[config.mk]
export PLATFORM = sky130hd
export DESIGN_NAME = ln_calc
export DESIGN_NICKNAME = d
export VERILOG_FILES = /design/src/rtl/ln_calc.sv
export SDC_FILE = /design/constraint.sdc
export NUM_CORES = 1
export LEC_CHECK = 0
export ABC_AREA = 1
export CORE_MARGIN = 2
export CORE_UTILIZATION = 40
export DETAILED_ROUTE_END_ITERATION = 10
export PLACE_DENSITY_LB_ADDON = 0.05
export SLEW_MARGIN = 20
export SYNTH_ARGS = -nofsm -noshare
export SYNTH_HDL_FRONTEND = slang
export SYNTH_SLANG_ARGS = --single-unit
[constraint.sdc]
create_clock -name clk -period 9.01 [get_ports clk]
set_clock_uncertainty 0.05 [all_clocks]
set_input_delay 1.802 -clock clk [delete_from_list [all_inputs] [get_ports clk]]
set_output_delay 1.802 -clock clk [all_outputs]
set_load 0.05 [all_outputs]
[src/rtl/ln_calc.sv]
// Iterative natural-log unit: normalises a Q15.11 operand by left shifts, then
// refines the fraction with shift-and-add factors (1 + 2^-i), giving ln(x) in Q4.11.
module ln_calc #(
    parameter int N_ITER = 10
) (
    input  logic        clk,
    input  logic        rst_n,
    input  logic        start,
    input  logic [25:0] x,
    output logic        busy,
    output logic        done,
    output logic        err,
    output logic [14:0] result
);

    localparam logic [18:0] ACC_INIT  = 19'd340695;   // 15*ln2 in Q4.15
    localparam logic [18:0] LN2       = 19'd22713;
    localparam logic [3:0]  LAST_ITER = 4'(N_ITER);

    typedef enum logic [1:0] {IDLE, NORM, ITER, DONE} state_t;

    state_t      state;
    logic [25:0] m;
    logic [15:0] mant;
    logic [18:0] acc;
    logic [3:0]  i;
    logic        invalid;
    logic [16:0] t;

    // ln(1 + 2^-idx) in Q0.15, rounded to nearest
    function automatic logic [18:0] lnt(input logic [3:0] idx);
        logic [18:0] v;
        case (idx)
            4'd1:    v = 19'd13286;
            4'd2:    v = 19'd7312;
            4'd3:    v = 19'd3860;
            4'd4:    v = 19'd1987;
            4'd5:    v = 19'd1008;
            4'd6:    v = 19'd508;
            4'd7:    v = 19'd255;
            4'd8:    v = 19'd128;
            4'd9:    v = 19'd64;
            4'd10:   v = 19'd32;
            default: v = 19'd0;
        endcase
        return v;
    endfunction

    // Q4.15 -> Q4.11 with round-half-up
    function automatic logic [14:0] round_result(input logic [18:0] a);
        logic [19:0] s;
        s = {1'b0, a} + 20'd8;
        return s[18:4];
    endfunction

    always_comb begin
        t = {1'b0, mant} + ({1'b0, mant} >> i);
    end

    always_ff @(posedge clk or negedge rst_n) begin
        if (!rst_n) begin
            state   <= IDLE;
            busy    <= 1'b0;
            done    <= 1'b0;
            err     <= 1'b0;
            result  <= 15'd0;
            m       <= 26'd0;
            mant    <= 16'd0;
            acc     <= 19'd0;
            i       <= 4'd0;
            invalid <= 1'b0;
        end else begin
            done <= 1'b0;
            case (state)
                IDLE: begin
                    if (start) begin
                        m    <= x;
                        acc  <= ACC_INIT;
                        i    <= 4'd1;
                        busy <= 1'b1;
                        if (x[25:11] == 15'd0) begin
                            invalid <= 1'b1;
                            state   <= DONE;
                        end else begin
                            invalid <= 1'b0;
                            state   <= NORM;
                        end
                    end
                end
                NORM: begin
                    if (!m[25]) begin
                        m   <= {m[24:0], 1'b0};
                        acc <= acc - LN2;
                    end else begin
                        mant  <= m[25:10];
                        state <= ITER;
                    end
                end
                ITER: begin
                    // accept a factor only while the mantissa stays below 2.0
                    if (!t[16]) begin
                        mant <= t[15:0];
                        acc  <= acc - lnt(i);
                    end
                    i <= i + 4'd1;
                    if (i == LAST_ITER) begin
                        state <= DONE;
                    end
                end
                DONE: begin
                    done  <= 1'b1;
                    busy  <= 1'b0;
                    state <= IDLE;
                    if (invalid) begin
                        result <= 15'd0;
                        err    <= 1'b1;
                    end else begin
                        result <= round_result(acc);
                        err    <= 1'b0;
                    end
                end
                default: state <= IDLE;
            endcase
        end
    end

endmodule

Yosys cells after proc, flatten, opt, wreduce, memory -nomap -nowiden
Memory sizes are Yosys's and may differ from the RTL's.
Index checks and enable logic that the tools add are counted.
{"block": "word_totals", "register_bits": 86, "mem_bits_ro": 224, "wordCells": 67, "n_memories": 1}
{"memory": "(no name shown)", "depth": 16, "width": 14, "read_ports": 1, "rd_ports_with_merged_regs": 0, "write_ports": 0, "line_no": "33", "text": "case (idx)"}
{"block": "op_classes", "addsub": 5, "n_eq_ne": 9, "shift": 1, "muxes": 25, "reduce_logical": 15}
{"operator": "two-way mux 19 bit", "count": 5}
{"operator": "case mux 19 bit (3 select lines)", "count": 1}
{"operator": "two-way mux 26 bit", "count": 2}
{"operator": "case mux 26 bit (2 select lines)", "count": 1}
{"operator": "two-way mux 16 bit", "count": 2}
{"operator": "case mux 16 bit (2 select lines)", "count": 1}
{"operator": "adder 19 x 4 -> 19 bit (second input constant)", "count": 1}
{"operator": "subtractor 19 x 15 -> 19 bit (second input constant)", "count": 1}
{"operator": "subtractor 19 bit", "count": 1}
{"operator": "adder 16 x 17 -> 17 bit", "count": 1}
{"operator": "right shift 16 x 4 -> 17 bit", "count": 1}
{"operator": "zero test 15 bit", "count": 1}
{"operator": "two-way mux 15 bit", "count": 1}
{"operator": "inequality test 2 bit (second input constant)", "count": 5}
{"operator": "AND reduction 3 bit", "count": 3}
{"operator": "two-way mux 2 bit", "count": 4}
{"operator": "case mux 2 bit (4 select lines)", "count": 1}
{"operator": "case mux 4 bit (2 select lines)", "count": 1}
{"operator": "AND reduction 2 bit", "count": 4}
{"operator": "nonzero test 2 bit", "count": 4}
{"operator": "adder 4 x 1 -> 4 bit (second input constant)", "count": 1}
{"operator": "equality test 2 bit (second input constant)", "count": 2}
{"operator": "equality test 4 bit (second input constant)", "count": 1}
{"operator": "two-way mux 1 bit", "count": 4}
{"operator": "other kinds (6)", "count": 6}

Logic depth before layout (Yosys ltp)
{"block": "depth", "word_depth": 7, "ltp_mapped": 24, "mapped_depth_nobuf": 23}

Worst setup path after synthesis
Ideal clock, no wire load.
{"block": "synth_timing", "path_type": "register to register", "startpoint": "register i[0]", "endpoint": "register mant[1]", "setup_ps": 120, "t_arrival_ps": 2895, "required_time_ps": 8840, "slack_ps": 5945, "path_stages_with_launch": 24, "path_buffers": 3, "synth_period_minus_slack_ps": 3065, "path_cell_list": "dfrtp_1 buf_4 buf_4 o21ai_0 nand2_1 o21ai_0 nand2_1 a32oi_1 ha_1 inv_1 fa_1 inv_1 nand2_1 nand2_1 nand3_1 nand2_1 nand2_1 nand2_2 nand2_4 nand2_4 inv_2 buf_6 nand2_1 o21ai_2"}
{"block": "synth_between", "elab_chain_cells": 4, "elab_cells_between_ends": 6}
{"element": "start, declared", "line_no": "26", "text": "logic [3:0] i;"}
{"element": "start signal, assigned", "line_no": "105", "text": "i <= i + 4'd1;"}
{"element": "right shift 16 x 4 -> 17 bit (*)", "line_no": "57", "text": "t = {1'b0, mant} + ({1'b0, mant} >> i);"}
{"element": "adder 16 x 17 -> 17 bit (*)", "line_no": "57"}
{"element": "two-way mux 16 bit or inequality test 2 bit (tied branches)"}
{"element": "case mux 16 bit (2 select lines) or AND reduction 3 bit (tied branches)"}
{"element": "end signal, assigned", "line_no": "95", "text": "mant <= m[25:10];"}
{"element": "end signal, assigned", "line_no": "102", "text": "mant <= t[15:0];"}
{"element": "end, declared", "line_no": "24", "text": "logic [15:0] mant;"}
Mark *: on every way between the ends. The rest lies on a longest branch, timed or not. The select of a mux whose other input is x is not followed.
A chain may end at the register's enable or synchronous reset.

Final worst setup path
{"block": "layout_timing", "startpoint": "register i[1]", "endpoint": "register acc[9]"}
{"block": "layout_between", "elab_chain_cells": 6, "elab_cells_between_ends": 10}
{"element": "memory read (16 x 14 bit)"}
{"element": "two-way mux 19 bit", "line_no": "101", "text": "if (!t[16]) begin"}
{"element": "two-way mux 19 bit", "line_no": "74", "text": "case (state)"}
{"element": "subtractor 19 bit", "line_no": "103", "text": "acc <= acc - lnt(i);"}
{"element": "two-way mux 19 bit", "line_no": "101"}
{"element": "case mux 19 bit (3 select lines)", "line_no": "74"}
{"element": "end signal, assigned", "line_no": "93", "text": "acc <= acc - LN2;"}
{"element": "end signal, assigned", "line_no": "103"}
{"element": "end, declared", "line_no": "25", "text": "logic [18:0] acc;"}
Parallel ways exist; a longest one is shown, timed or not. The select of a mux whose other input is x is not followed.

==> metrics.cfg <==
[sta]
period_needed_ns=4.01
worst_pin_slew_ns=0.798
period_share=0.445
tns_ns=0
drv_slew=0
setup_viol=0
max_freq_mhz=249
hold_viol=0
maxSlewHeadroom=0.468
layout_setup_ws_ns=5.00
rsz0062_at_grt=no

[floorplan]
initial_utilization=0.407
core_um2=17200
die-area_um2=18600
die_h_um=136
rows=48
die_x_um=136
io_pins=47

[synthesis]
synth_edf_count=0
ys_seq_elements=86
yosys.area_share.adder=0.0791
synth_area_per_cell_um2=6.45
syn_area_um2=7000
yosysTopAreaCell=dfrtp_1
synth_ff_type=dfrtp_1
postSynth.asyncResetShare=1.00
ys_types=43
synth_compound_area_frac=0.135
seq_area_frac_synth=0.308
synthCells=1085
synthSimpleGateAreaFrac=0.366
syn-num-nets=1157
yosys-top-cells-area=dfrtp_1 31%, nand2_1 21%, ha_1 7.3%
synth_top_area_frac=0.308
synth_top_family_by_area=simple AND/OR/NAND/NOR gates
synth_mux_area_frac=0
synthXorXnorAreaFrac=0.0113
yosys_warnings=0

[route]
drtIter0Drc=478
via_count=6911
wl_per_cell_um=15.5
firstDrtPassIters=5
wirelength_mm=20.8
ant_nets=0
drcViolationCount=0
viasPerCell=5.15

[global_route]
first_global_vias=6249
grt_max_degree=61
grt-ovfl-total=0
antenna_found_initial=0
globalRouteMet2Util=0.329
busiest_layer=met1
grtUsageMet3=0.0287
groute.layer.met1.usage=0.371
grt_pass1_wl_mm=33.7
grt.total_usage=0.233

[worst_setup_path]
path_common_cell=nand2_1
endpoint_kind=register
max_stage_delay_ns=0.70
critical-path-slowest-cell=dfrtp_1
critPathKind=reg2reg
rrSetupSlack_ns=5.00
path_max_fanout=22
path_cells=inv_1, nand3_1, o21ai_0, nand2_1, nand2_1, a32oi_1, ha_1, inv_1, fa_1, inv_1, nand2_1, nand2_1, nand3_1, nand2_1, nand2_1, nand2_2, nand2_4, nand2_4, inv_2, nand2_1, o21ai_2
critPathLaunchType=register
required_ns=9.20
rr_startpoint=i[1]
worst_ep_arrival_time_ns=4.20
worstReg2RegEnd=acc[9]
reg2reg_depth=21

[place]
placement.io_buffers=46
dp.final_hpwl_mm=15.9
place_congestion=0.919
post-place-ws_ns=5.06

[cts]
root_buffer=clkbuf_16
cts_made_buffers=9
cts_resized=0
insertion_delay_ns=0.35
clockBufferDepth=2
clk_pin_slew_ns=0.07
cts.sinks=86
cts_tree=done
cts_hold_buf=0
post_cts_buffers=0
htreeDepth=3

[worst_hold_path]
hold_depth=2
min_from=result[9]
hp-class=reg2reg
min_to=result[9]

[finish]
syn_to_final_growth_pct=12.5
multi_input_area_um2=4140
regArea_um2=2150
drive_gt1_frac=0.0492
layout_common_cells=383 x nand2_1, 127 x inv_1, 107 x nor2_1, 86 x dfrtp_1, 84 x nand3_1
filler_cell_count=1876
final_common_cell=nand2_1
diodes=0
nNetsFinal=1185

[flow_run]
max_cap_violations=0

[run_status]
outcome=finished, final reports clean

final cells by class:
| type | count | share of cell area |
|---|---|---|
| sequential | 86 | 0.273 |
| clock buffer | 10 | 0.0304 |
| inverter | 133 | 0.0634 |
| timing repair buffer | 51 | 0.0629 |
| tap | 225 | 0.0358 |
| clock inverter | 6 | 0.00874 |
| multi-input combinational | 832 | 0.525 |
sequential cells by signal, indices dropped and copies added (netlist names):
signal	count
i	4
acc	19
err	1
state	2
mant	16
done	1
m	26
invalid	1
result	15
busy	1
worst max-delay path: cells and delay by family, from the launching register on:
family                   cells  cell delay (ns)
buffers and inverters        4             0.76
flip-flops                   1             0.70
adder cells (fa/ha/maj)      2             0.62
AND/OR/NAND/NOR             12             1.39
AO/OA/AOI/OAI                3             0.37
metrics by stage:
stage	cell area, µm²	std cells	utilization	hold slack [ns]
after floorplan	7000	1085	-	0.392
after detailed placement	7560	1327	0.440	0.418
after global placement	7560	1327	0.440	0.406
final	7870	1343	0.458	0.430
after global routing	7870	1343	0.458	0.452
after CTS	7870	1343	0.458	0.436
worst max-delay path by stage:
stage,to,slack (ns),start
after floorplan,mant[1],5.94,i[0]
final,acc[9],5.00,i[1]
after global placement,m[10],5.12,start
after detailed placement,acc[9],5.06,i[1]
after global routing,acc[13],4.57,i[1]
after CTS,acc[9],5.05,i[1]
routing by layer:
layer / part of all wire / up-vias
met5: 0 / -
met4: 0.012 / 0
met3: 0.050 / 18
met2: 0.41 / 178
met1: 0.53 / 3165
li1: - / 3550
cells by family (layout without fill, tap and decap cells):
logic type | after synthesis | in the layout
and+or+nand+nor | 620 | 620
AOI/OAI and AO/OA | 160 | 160
DFF | 86 | 86
adders and majority gates | 43 | 43
xor gates and xnor gates | 9 | 9
buffers and inverters | 167 | 200
cell usage after synthesis (2+ instances only):
master / count
inv_1: 127
nor3_1: 11
o211ai_1: 2
o21a_1: 3
nand4_1: 11
or2_2: 4
clkbuf_1: 10
o31ai_1: 2
ha_1: 41
nand2_2: 4
o21ai_0: 57
a22o_1: 2
clkinv_1: 2
o21ai_2: 13
a32o_1: 2
fa_1: 2
a31oi_1: 23
buf_6: 5
xor2_1: 8
o21ai_1: 7
o221ai_1: 3
dfrtp_1: 86
buf_4: 8
and2_1: 3
inv_2: 4
nand2_4: 3
nor2_2: 3
nor2_1: 107
o22ai_1: 6
nand3b_1: 4
nand2_1: 383
nand3_1: 84
a21oi_1: 36
buf_2: 10
Power is left out: the tool's default activity adds up to more than one toggle a clock period on the data nets, which glitch-free logic cannot reach.
